## config.mk

```make
export PLATFORM = sky130hd
export DESIGN_NAME = fsm_stim_sequencer
export DESIGN_NICKNAME = d
export VERILOG_FILES = /design/src/rtl/fsm_tb_pkg.sv /design/src/rtl/stim_vec_ram.sv /design/src/rtl/fsm_stim_sequencer.sv
export SDC_FILE = /design/constraint.sdc
export NUM_CORES = 1
export LEC_CHECK = 0
export ABC_CLOCK_PERIOD_IN_PS = 3400
export CORE_MARGIN = 1
export CORE_UTILIZATION = 40
export DETAILED_ROUTE_END_ITERATION = 7
export GPL_TIMING_DRIVEN = 1
export RECOVER_POWER = 50
export SYNTH_ARGS = -nofsm -noshare
export SYNTH_HDL_FRONTEND = slang
export SYNTH_SLANG_ARGS = --single-unit
```

## constraint.sdc

```tcl
create_clock -name clk_i -period 3.4 [get_ports clk_i]
set_clock_uncertainty 0.2 [all_clocks]
set_input_delay 0.51 -clock clk_i [delete_from_list [all_inputs] [get_ports clk_i]]
set_output_delay 0.51 -clock clk_i [all_outputs]
set_load 0.005 [all_outputs]
```

## src/rtl/fsm_tb_pkg.sv

```systemverilog
// Shared types and constants for the control-FSM stimulus sequencer.
// Widths here are the defaults; the sequencer re-derives widths from its parameters.
package fsm_tb_pkg;
   localparam int IN_W       = 7;
   localparam int HOLD_W_DEF = 6;
   localparam logic [IN_W-1:0] IDLE_VEC_DEF = '0;

   typedef enum logic [1:0] {IDLE, RST_DUT, PLAY, DONE} state_e;

   typedef struct packed {
      logic [IN_W-1:0]       data;
      logic [HOLD_W_DEF-1:0] hold;
   } entry_t;
endpackage

```

## src/rtl/stim_vec_ram.sv

```systemverilog
// Vector buffer: synchronous write, asynchronous read.
// The sequencer registers the read data, so the async read does not reach a port.
module stim_vec_ram #(
   parameter int DEPTH = 64,
   parameter int W     = 13,
   localparam int AW   = $clog2(DEPTH)
) (
   input  logic          clk_i,
   input  logic          we_i,
   input  logic [AW-1:0] waddr_i,
   input  logic [W-1:0]  wdata_i,
   input  logic [AW-1:0] raddr_i,
   output logic [W-1:0]  rdata_o
);
   logic [W-1:0] mem_q [DEPTH];

   always_ff @(posedge clk_i) begin
      if (we_i) mem_q[waddr_i] <= wdata_i;
   end

   assign rdata_o = mem_q[raddr_i];
endmodule

```

## src/rtl/fsm_stim_sequencer.sv

```systemverilog
// Stimulus sequencer: buffers {vector, hold} entries, pulses the FSM reset,
// then replays the entries cycle-accurately (once or looped) with a cycle counter.
module fsm_stim_sequencer
   import fsm_tb_pkg::*;
#(
   parameter int DEPTH      = 64,
   parameter int HOLD_W     = 6,
   parameter int RST_CYCLES = 2,
   parameter int CNT_W      = 16,
   parameter logic [IN_W-1:0] IDLE_VEC = IDLE_VEC_DEF,
   localparam int AW        = $clog2(DEPTH)
) (
   input  logic              clk_i,
   input  logic              rst_i,
   input  logic              ld_valid_i,
   output logic              ld_ready_o,
   input  logic [IN_W-1:0]   ld_data_i,
   input  logic [HOLD_W-1:0] ld_hold_i,
   input  logic              clear_i,
   input  logic              start_i,
   input  logic              loop_en_i,
   input  logic              abort_i,
   output logic              busy_o,
   output logic              done_o,
   output logic              empty_err_o,
   output logic [AW:0]       count_o,
   output logic              dut_rst_o,
   output logic [IN_W-1:0]   dut_in_o,
   output logic [AW-1:0]     vec_idx_o,
   output logic [CNT_W-1:0]  cyc_cnt_o
);
   localparam int RW = (RST_CYCLES > 1) ? $clog2(RST_CYCLES) : 1;
   localparam logic [AW:0]   CNT_FULL = (AW+1)'(DEPTH);
   localparam logic [RW-1:0] RST_LAST = RW'(RST_CYCLES - 1);

   state_e              state_q, state_d;
   logic [AW:0]         count_q, count_d;
   logic [AW-1:0]       wr_ptr_q, wr_ptr_d;
   logic [AW-1:0]       rd_ptr_q, rd_ptr_d;
   logic [HOLD_W-1:0]   hold_cnt_q, hold_cnt_d;
   logic [HOLD_W-1:0]   cur_hold_q, cur_hold_d;
   logic [RW-1:0]       rst_cnt_q, rst_cnt_d;
   logic                loop_q, loop_d;
   logic [IN_W-1:0]     dut_in_q, dut_in_d;
   logic                dut_rst_q, dut_rst_d;
   logic                done_q, done_d;
   logic                err_q, err_d;
   logic                busy_q, busy_d;
   logic [CNT_W-1:0]    cyc_q, cyc_d;

   logic                wr_en, adv, last;
   logic [AW-1:0]       rd_addr;
   logic [IN_W+HOLD_W-1:0] rd_data;

   // Read port always points at the entry that would be loaded on an advance.
   assign last    = ({1'b0, rd_ptr_q} == count_q - 1'b1);
   assign rd_addr = (state_q == PLAY && !last) ? rd_ptr_q + 1'b1 : '0;

   stim_vec_ram #(.DEPTH(DEPTH), .W(IN_W+HOLD_W)) u_ram (
      .clk_i   (clk_i),
      .we_i    (wr_en),
      .waddr_i (wr_ptr_q),
      .wdata_i ({ld_data_i, ld_hold_i}),
      .raddr_i (rd_addr),
      .rdata_o (rd_data)
   );

   assign ld_ready_o = (state_q == IDLE) && (count_q < CNT_FULL);

   always_comb begin
      state_d    = state_q;
      count_d    = count_q;
      wr_ptr_d   = wr_ptr_q;
      rd_ptr_d   = rd_ptr_q;
      hold_cnt_d = hold_cnt_q;
      cur_hold_d = cur_hold_q;
      rst_cnt_d  = rst_cnt_q;
      loop_d     = loop_q;
      dut_in_d   = dut_in_q;
      dut_rst_d  = dut_rst_q;
      cyc_d      = cyc_q;
      done_d     = 1'b0;
      err_d      = 1'b0;
      wr_en      = 1'b0;
      adv        = 1'b0;
      unique case (state_q)
         IDLE: begin
            // start outranks clear and load so a start never sees a shrinking buffer
            if (start_i) begin
               if (count_q == '0) err_d = 1'b1;
               else begin
                  state_d   = RST_DUT;
                  loop_d    = loop_en_i;
                  rst_cnt_d = '0;
                  dut_rst_d = 1'b1;
                  cyc_d     = '0;
               end
            end else if (clear_i) begin
               count_d  = '0;
               wr_ptr_d = '0;
            end else if (ld_valid_i && ld_ready_o) begin
               wr_en    = 1'b1;
               wr_ptr_d = wr_ptr_q + 1'b1;
               count_d  = count_q + 1'b1;
            end
         end
         RST_DUT: begin
            if (abort_i) begin
               state_d   = IDLE;
               dut_rst_d = 1'b0;
               dut_in_d  = IDLE_VEC;
            end else if (rst_cnt_q == RST_LAST) begin
               state_d   = PLAY;
               dut_rst_d = 1'b0;
               adv       = 1'b1;
            end else begin
               rst_cnt_d = rst_cnt_q + 1'b1;
            end
         end
         PLAY: begin
            if (abort_i) begin
               state_d  = IDLE;
               dut_in_d = IDLE_VEC;
            end else if (hold_cnt_q == cur_hold_q && last && !loop_q) begin
               state_d  = DONE;
               done_d   = 1'b1;
               dut_in_d = IDLE_VEC;
            end else begin
               cyc_d = (&cyc_q) ? cyc_q : cyc_q + 1'b1;
               if (hold_cnt_q == cur_hold_q) adv = 1'b1;
               else hold_cnt_d = hold_cnt_q + 1'b1;
            end
         end
         DONE: state_d = IDLE;
      endcase
      if (adv) begin
         rd_ptr_d   = rd_addr;
         hold_cnt_d = '0;
         cur_hold_d = rd_data[HOLD_W-1:0];
         dut_in_d   = rd_data[HOLD_W +: IN_W];
      end
      busy_d = (state_d == RST_DUT) || (state_d == PLAY);
   end

   always_ff @(posedge clk_i) begin
      if (rst_i) begin
         state_q    <= IDLE;
         count_q    <= '0;
         wr_ptr_q   <= '0;
         rd_ptr_q   <= '0;
         hold_cnt_q <= '0;
         cur_hold_q <= '0;
         rst_cnt_q  <= '0;
         loop_q     <= 1'b0;
         dut_in_q   <= IDLE_VEC;
         dut_rst_q  <= 1'b0;
         done_q     <= 1'b0;
         err_q      <= 1'b0;
         busy_q     <= 1'b0;
         cyc_q      <= '0;
      end else begin
         state_q    <= state_d;
         count_q    <= count_d;
         wr_ptr_q   <= wr_ptr_d;
         rd_ptr_q   <= rd_ptr_d;
         hold_cnt_q <= hold_cnt_d;
         cur_hold_q <= cur_hold_d;
         rst_cnt_q  <= rst_cnt_d;
         loop_q     <= loop_d;
         dut_in_q   <= dut_in_d;
         dut_rst_q  <= dut_rst_d;
         done_q     <= done_d;
         err_q      <= err_d;
         busy_q     <= busy_d;
         cyc_q      <= cyc_d;
      end
   end

   assign busy_o      = busy_q;
   assign done_o      = done_q;
   assign empty_err_o = err_q;
   assign count_o     = count_q;
   assign dut_rst_o   = dut_rst_q;
   assign dut_in_o    = dut_in_q;
   assign vec_idx_o   = rd_ptr_q;
   assign cyc_cnt_o   = cyc_q;
endmodule

```

==> reports/summary.txt, run 1 <==
========================================================================================================
CTS tree                                                                                            done
Total number of vias                                                                              26.56k
FF-to-FF path depth                                                                                   14
Layer with the highest usage                                                                        met2
RD Place Congestion                                                                               0.9672
Final Setup Violations                                                                                13
Non-Filler Instances                                                                                4308
Arrival time at the worst endpoint                                                               4010 ps
Total core area                                                                              0.08851 mm²
Total leakage power                                                                           0.01562 µW
Power per cell area                                                                         492.4 mW/mm²
Placed Cells incl. Taps                                                                             4047
Mean routed wirelength per cell                                                                 29.87 µm
Worst setup slack after layout                                                                 -209.1 ps
Final-report hold violation count                                                                      0
Floorplan die height                                                                            301.2 µm
Total power after layout                                                                        22870 µW
Clock net sink count                                                                                 894
Detailed Route WL                                                                              128700 µm
Startpoint kind of the worst setup timing path                                                  register
Htree depth                                                                                            3
Hold Path Origin                                                                               loop_en_i
Violations in the final reports                                                             design-rule violations, max-capacitance violations, max-slew violations, negative setup slack
Worst hold path stage count                                                                            3
Final number of max-transition violations                                                            459
Layout cells sized above 1                                                                        27.81%
Drc violations                                                                                        22
Routed vias/inst                                                                                   6.166
Setup repair after global routing missed its margin                                                  yes
Count of yosys warnings during synthesis                                                               0
Complex-gate fraction of the synthesized area                                                     12.58%
Min cycle time layout                                                                            3609 ps
Utilization of the core after routing                                                             52.48%
Max-slew headroom                                                                                -53.58%
Required time of the worst setup path                                                            3800 ps
Longest Clk Path Bufs                                                                                  3
Critical register-to-register path endpoint                                                 dut_in_o[0]$_SDFFE_PP0P_
Area share of the largest cell type after synthesis                                               69.77%
Avg Cell Area, Syn                                                                             14.14 µm²
Antenna Violating Nets Remaining                                                                       0
Post-synthesis instance total                                                                       2532
Highest fanout seen on the critical path                                                               8
DRT iter0 DRCs                                                                                      3628
Area taken by multi-input logic gates                                                       0.009837 mm²
Half-perimeter wire length of the detailed placement result                                     83650 µm
Net Count, Synth                                                                                    2562
Main combinational cell family by area after synthesis                                      compound AO/OA/AOI/OAI gates
Post-synthesis share of cell area spent on and, or, nand and nor gates                            9.078%
Starting utilization of the core area                                                             40.46%
Hold Path Class                                                                             input pin to register
Std-Cell Rows                                                                                        109
Number of different library cells in the post-synthesis netlist                                       85
X dimension of the die                                                                          301.2 µm
First drt pass iteration count                                                                         8
Period utilisation layout                                                                         106.2%
Clock latency on the worst-skew pair                                                              700 ps
Synth top area cells                                                                        sky130_fd_sc_hd__edfxtp_1, sky130_fd_sc_hd__dfxtp_1, sky130_fd_sc_hd__nand2_1
Crit end category                                                                               register
Post-synthesis share of cell area spent on xor and xnor gates                                    0.9783%
Pin slew with the least headroom to its limit                                                    2304 ps
Beginning of the worst register-to-register path                                            count_o[3]$_SDFFE_PP0P_
Largest net degree at the start of global routing                                                     65
Overall Global Routing Usage                                                                      28.02%
Vias in the first global route                                                                    25.57k
Diode count                                                                                            0
Sequential fraction of the synthesis area                                                         73.24%
Status                                                                                      finished, violations left
Layout Area Growth over Synthesis                                                                 29.71%
Port Buffers                                                                                          60
Worst vdd rail ir drop                                                                         0.3560 mV
Cell area after synthesis                                                                    0.03581 mm²
GRT met3 Usage                                                                                    6.239%
Met1 Resource Use GR                                                                              38.26%
Max_cap viols                                                                                         13
Most used flip-flop cell after synthesis                                                    sky130_fd_sc_hd__edfxtp_1
FF+latch count, synth                                                                                894
Antenna violations before repair                                                                       3
Post-CTS clock slew at the launch and capture registers of the worst setup and hold paths          60 ps
Multiplexer share of the synthesized area                                                         1.419%
Type of the setup path with the least slack                                                 register to register
Cell at the root of the clock tree                                                          sky130_fd_sc_hd__clkbuf_16
Adder-cell area share of the yosys netlist                                                       0.3494%
Terminating pin of the worst hold path                                                      loop_q$_SDFFE_PP0P_
Filler cell count                                                                                   7188
TritonCTS buffer count                                                                                95
FMAX                                                                                          0.2771 GHz
Share of flip-flops with an asynchronous set or reset                                                 0%
Footprint of the flip-flops and latches                                                      0.02623 mm²
Top-level I/O count                                                                                   61
Overflow left after global routing                                                                     0
Final #Nets                                                                                         3093
Met2 Usage GRT                                                                                    43.08%
Number of enable flip-flop cells after synthesis                                                     832
Dominant cell type by area after synthesis                                                  sky130_fd_sc_hd__edfxtp_1
Setup slack of the most critical reg-to-reg path                                                 -210 ps
First-pass GRT wire length                                                                     182200 µm
Full die area                                                                                0.09072 mm²
========================================================================================================
[placed cells by master (no fill, tap or decap), types with 18 or more instances in the layout]
cell type,netlist,final
sky130_fd_sc_hd__nor2_1,177,169
sky130_fd_sc_hd__o211ai_1,25,25
sky130_fd_sc_hd__buf_12,0,63
sky130_fd_sc_hd__nand2_1,328,323
sky130_fd_sc_hd__clkdlybuf4s50_1,0,25
sky130_fd_sc_hd__dfxtp_1,62,60
sky130_fd_sc_hd__mux2_2,20,19
sky130_fd_sc_hd__mux2i_1,26,25
sky130_fd_sc_hd__a221oi_1,61,49
sky130_fd_sc_hd__edfxtp_1,832,832
sky130_fd_sc_hd__buf_6,3,33
sky130_fd_sc_hd__clkbuf_16,0,102
sky130_fd_sc_hd__o22ai_1,72,62
sky130_fd_sc_hd__o221ai_1,82,72
sky130_fd_sc_hd__xnor2_1,29,27
sky130_fd_sc_hd__dlygate4sd3_1,0,22
sky130_fd_sc_hd__clkbuf_1,76,60
sky130_fd_sc_hd__a21oi_1,92,77
sky130_fd_sc_hd__and3_1,20,19
sky130_fd_sc_hd__nor3_1,40,30
sky130_fd_sc_hd__a31oi_1,47,38
sky130_fd_sc_hd__buf_4,9,400
sky130_fd_sc_hd__o21ai_1,2,18
sky130_fd_sc_hd__nand3_1,104,101
sky130_fd_sc_hd__o21ai_0,57,34
[how the worst max path moves through the flow]
stage,startpoint,end,slack [ps],depth (start not counted)
finish,count_o[3]$_SDFFE_PP0P_,dut_in_o[0]$_SDFFE_PP0P_,-210,14
global route,count_o[2]$_SDFFE_PP0P_,cur_hold_q[1]$_SDFFE_PP0P_,-250,14
CTS,count_o[5]$_SDFFE_PP0P_,cur_hold_q[1]$_SDFFE_PP0P_,-130,16
detailed placement,count_o[0]$_SDFFE_PP0P_,cur_hold_q[5]$_SDFFE_PP0P_,-600,16
global placement,count_o[2]$_SDFFE_PP0P_,cur_hold_q[5]$_SDFFE_PP0P_,-600,13
floorplan,count_o[0]$_SDFFE_PP0P_,cur_hold_q[0]$_SDFFE_PP0P_,6,14
[power by group]
group          internal [µW]  switching [µW]
clock network           5880            4440
registers              12000            12.5
logic                    136             361
total                  18100            4810
[per-layer routing]
metal	vias to the layer above	part of all wire, %
met3	333	11
met1	13380	39
met2	1788	45
met5	-	0
li1	11060	-
met4	0	4.8
[Yosys cell counts (all sizes together) (6+ instances only)]
master   number
a2111oi       9
a211o         8
a211oi       25
a21oi        96
a221oi       61
a22oi        14
a311oi       15
a31oi        47
and3         20
buf          98
clkbuf       76
dfxtp        62
edfxtp      832
ha           10
inv          11
mux2         20
mux2i        26
nand2       329
nand3       104
nand3b        6
nand4        15
nor2        178
nor2b         7
nor3         40
o211ai       26
o21ai        64
o21bai        6
o221ai       82
o22ai        72
o311ai       14
o31ai        11
or3          14
xnor2        29
xor2         11
[logic make-up (layout without fill, tap and decap cells)]
kind of cell	after synthesis	count (layout)
fa+ha+maj	10	10
flops	894	894
simple gates	744	744
compound gates	611	611
mux	47	47
xor+xnor	40	40
buf+inv	186	797
[worst max-delay path: stages (launching register included)]
cell	delay, ps
sky130_fd_sc_hd__dfxtp_1	320
sky130_fd_sc_hd__buf_6	140
sky130_fd_sc_hd__nor4_4	250
sky130_fd_sc_hd__buf_4	170
sky130_fd_sc_hd__mux2i_4	240
sky130_fd_sc_hd__buf_6	130
sky130_fd_sc_hd__o2111ai_4	180
sky130_fd_sc_hd__buf_8	220
sky130_fd_sc_hd__o21ai_4	210
sky130_fd_sc_hd__buf_4	260
sky130_fd_sc_hd__o22ai_1	130
sky130_fd_sc_hd__o311ai_1	430
sky130_fd_sc_hd__buf_4	220
sky130_fd_sc_hd__nand4_1	180
sky130_fd_sc_hd__a32oi_1	230
[final cells by class]
type | instances | share of cell area [%]
repair buffers | 608 | 12.46
clock buffers | 123 | 5.503
inverters | 12 | 0.1024
clock inverters | 54 | 1.150
well taps | 1165 | 3.138
flip-flops and latches | 894 | 56.47
multi-input cells | 1452 | 21.18
[sequential cells by signal, indices dropped and copies added (netlist names), 2 cells and up]
| name | cells |
|---|---|
| state_q | 2 |
| wr_ptr_q | 6 |
| cyc_cnt_o | 16 |
| dut_in_o | 7 |
| vec_idx_o | 6 |
| u_ram.mem_q | 832 |
| cur_hold_q | 6 |
| count_o | 7 |
| hold_cnt_q | 6 |
[per-stage QoR]
stage                     hold WS [ps]  worst slack, ps  instance area (µm²)  TNS [ps]
after floorplan                  256.7            6.227                35810         0
after global placement           272.9           -601.3                41180     -5972
after detailed placement         286.9           -601.8                41180     -6333
after CTS                        105.6           -129.0                45860     -1342
after global routing             227.6           -252.7                46450     -2818
final                            218.6           -209.1                46450     -1846
[timing repair]
action	CTS	global route
endpoints found under the hold margin	7	0
pin swaps	62	52
buffers inserted	57	19
gates resized for setup	210	106
hold buffers	1	0
cloned	7	4
setup endpoints to repair	19	20
(Power assumes the default switching activity.)
==> run 2: changes to the inputs <==
--- a/config.mk
+++ b/config.mk
@@ -9,6 +9,7 @@
 export CORE_MARGIN = 1
 export CORE_UTILIZATION = 40
 export DETAILED_ROUTE_END_ITERATION = 7
+export GPL_ROUTABILITY_DRIVEN = 0
 export GPL_TIMING_DRIVEN = 1
 export RECOVER_POWER = 50
 export SYNTH_ARGS = -nofsm -noshare
==> reports/summary.txt, run 2 (synthesized netlist as in run 1, its figures left out) <==
========================================================================================================
Worst-case setup slack after placement                                                         -700.9 ps   was -601.8 ps
Pin slew with the least headroom to its limit                                                    3251 ps   was 2304 ps
Routed vias/inst                                                                                   6.158   was 6.166
Port Buffers                                                                                          60   unchanged
Full die area                                                                                0.09072 mm²   unchanged
Type of the setup path with the least slack                                                 register to register   unchanged
Mean routed wirelength per cell                                                                 29.45 µm   was 29.87 µm
First-pass GRT wire length                                                                     177800 µm   was 182200 µm
Clock net sink count                                                                                 894   unchanged
Final number of max-transition violations                                                            576   was 459
FMAX                                                                                          0.2702 GHz   was 0.2771 GHz
Overall Global Routing Usage                                                                      27.25%   was 28.02%
Max_cap viols                                                                                         14   was 13
Total core area                                                                              0.08851 mm²   unchanged
Startpoint kind of the worst setup timing path                                                  register   unchanged
Most common library cell in the layout ignoring fill and taps                               sky130_fd_sc_hd__edfxtp_1   unchanged
Final #Nets                                                                                         3044   was 3093
Vias in the first global route                                                                    25.33k   was 25.57k
Highest fanout seen on the critical path                                                               9   was 8
Floorplan die height                                                                            301.2 µm   unchanged
X dimension of the die                                                                          301.2 µm   unchanged
Post-CTS clock slew at the launch and capture registers of the worst setup and hold paths          70 ps   was 60 ps
First drt pass iteration count                                                                         8   unchanged
Combinational cell fraction of total power                                                          2.0%   was 2.2%
Clock latency on the worst-skew pair                                                              670 ps   was 700 ps
Setup repair after global routing missed its margin                                                  yes   unchanged
Cell at the root of the clock tree                                                          sky130_fd_sc_hd__clkbuf_16   unchanged
Detailed Route WL                                                                              125400 µm   was 128700 µm
FF-to-FF path depth                                                                                   12   was 14
Status                                                                                      finished, violations left   unchanged
Std-Cell Rows                                                                                        109   unchanged
Antenna violations before repair                                                                       4   was 3
Half-perimeter wire length of the detailed placement result                                     81200 µm   was 83650 µm
Antenna Violating Nets Remaining                                                                       0   unchanged
Arrival time at the worst endpoint                                                               4020 ps   was 4010 ps
Layout cells sized above 1                                                                        25.19%   was 27.81%
Min cycle time layout                                                                            3701 ps   was 3609 ps
Clock network power share                                                                          45.4%   was 45.1%
Beginning of the worst register-to-register path                                            count_o[2]$_SDFFE_PP0P_   was count_o[3]$_SDFFE_PP0P_
Largest net degree at the start of global routing                                                     65   unchanged
Worst vdd rail ir drop                                                                         0.3472 mV   was 0.3560 mV
Hold Path Origin                                                                               loop_en_i   unchanged
Required time of the worst setup path                                                            3710 ps   was 3800 ps
Total number of vias                                                                              26.24k   was 26.56k
Max-slew headroom                                                                                -116.7%   was -53.58%
Post-Route Hold Slack                                                                           244.0 ps   was 218.6 ps
Violations in the final reports                                                             design-rule violations, max-capacitance violations, max-slew violations, negative setup slack   unchanged
Longest Clk Path Bufs                                                                                  3   unchanged
Crit end category                                                                               register   unchanged
Layout Area Growth over Synthesis                                                                 26.78%   was 29.71%
DRT iter0 DRCs                                                                                      3957   was 3628
Switching share of power                                                                          20.52%   was 21.05%
Hold Path Class                                                                             input pin to register   unchanged
Worst setup slack after layout                                                                 -300.9 ps   was -209.1 ps
Worst setup path startpoint                                                                 count_o[2]$_SDFFE_PP0P_   was count_o[3]$_SDFFE_PP0P_
Drc violations                                                                                        44   was 22
Filler cell count                                                                                   7232   was 7188
Largest register by flop count                                                               u_ram.mem_q   unchanged
CTS tree                                                                                            done   unchanged
Top-level I/O count                                                                                   61   unchanged
Final-report hold violation count                                                                      0   unchanged
TritonCTS buffer count                                                                                93   was 95
Total leakage power                                                                           0.01519 µW   was 0.01562 µW
Part of the total power dissipated in sequential elements                                          52.5%   was 52.7%
Htree depth                                                                                            3   unchanged
Flip-flop count of the largest register, all copies and words added                                  832   unchanged
Most used cells in the layout excluding fill and tap cells                                  sky130_fd_sc_hd__edfxtp_1, sky130_fd_sc_hd__buf_4, sky130_fd_sc_hd__nand2_1   unchanged
Power dissipated by switching net loads                                                          4710 µW   was 4814 µW
Power per cell area                                                                         505.5 mW/mm²   was 492.4 mW/mm²
Period utilisation layout                                                                         108.9%   was 106.2%
Utilization of the core after routing                                                             51.29%   was 52.48%
Internal power of the cells                                                                     18240 µW   was 18050 µW
Worst hold path stage count                                                                            3   unchanged
Final Setup Violations                                                                                13   unchanged
Overflow left after global routing                                                                     0   unchanged
Starting utilization of the core area                                                             40.46%   unchanged
========================================================================================================
[run 2: changes by cell type in the layout (fill, tap and decap cells not counted), sizes merged]
cell           before  now
clkbuf            167  142
clkinv             38   45
clkinvlp            6    7
dlygate4sd3        22    6
diode               0    3
clkdlybuf4s50      25   42
inv                15   13
bufinv              7   11
bufbuf              3    2
buf               514  478
[run 2: critical path: stages, from the launching register on]
cell	delay, ps
sky130_fd_sc_hd__dfxtp_2	340
sky130_fd_sc_hd__or3_4	390
sky130_fd_sc_hd__or4_4	440
sky130_fd_sc_hd__o2111a_1	170
sky130_fd_sc_hd__buf_12	160
sky130_fd_sc_hd__buf_12	130
sky130_fd_sc_hd__a211oi_4	280
sky130_fd_sc_hd__buf_6	150
sky130_fd_sc_hd__buf_12	130
sky130_fd_sc_hd__a31oi_2	50
sky130_fd_sc_hd__a32o_2	270
sky130_fd_sc_hd__o211ai_1	690
sky130_fd_sc_hd__a2111oi_2	150
[run 2: path summary, 6_finish.rpt]
kind / endpoint / slack (ps)
hold reg to reg: dut_rst_o$_SDFFE_PP0P_ / 290
setup / recovery: cur_hold_q[0]$_SDFFE_PP0P_ / -300
hold / removal: loop_q$_SDFFE_PP0P_ / 240
setup reg to reg: cur_hold_q[0]$_SDFFE_PP0P_ / -300
[run 2: power by group through the flow]
stage	sequential, µW	combinational, µW	clock (µW)
global placement	12300	447	0
detailed placement	12300	466	0
floorplan	12300	130	0
global route	12100	494	10900
finish	12100	463	10400
CTS	12000	478	10500
[run 2: per-layer routing]
layer	routed length, µm	vias up	share of wire (%)	global-route usage, %
met5	13	-	0.010	0
met4	6038	2	4.8	12.64
met3	13580	308	11	6.059
met2	56860	1659	45	42.26
met1	48950	13300	39	36.46
li1	-	10960	-	-
[run 2: area by class of cell]
type | count | area (µm²) | share of cell area [%]
Clock inverter | 64 | 664.4 | 1.463
Antenna cell | 3 | 7.507 | 0.01654
Inverter | 12 | 47.55 | 0.1047
Sequential cell | 894 | 26230 | 57.78
Timing Repair Buffer | 561 | 5155 | 11.35
Tap cell | 1165 | 1458 | 3.211
Clock buffer | 109 | 2481 | 5.465
Multi-Input combinational cell | 1452 | 9356 | 20.61
[run 2: repair_timing]
| action | CTS | global route |
|---|---|---|
| gates resized for setup | 120 | 61 |
| hold endpoints to repair | 7 | 0 |
| gates cloned | 3 | 2 |
| buffers inserted | 42 | 7 |
| setup endpoints to repair | 18 | 15 |
| hold buffers | 2 | 0 |
| pin swaps | 38 | 33 |
[run 2: through the flow]
stage	setup TNS [ps]	total power, µW	instance area [µm²]	std cells
6_report	-2225	22950	45400	4260
5_1_grt	-3309	23480	45390	4258
4_1_cts	-1766	23020	45200	4248
3_5_place_dp	-6236	12740	41050	4030
3_3_place_gp	-5854	12720	41050	4030
2_1_floorplan	0	12410	35810	2532
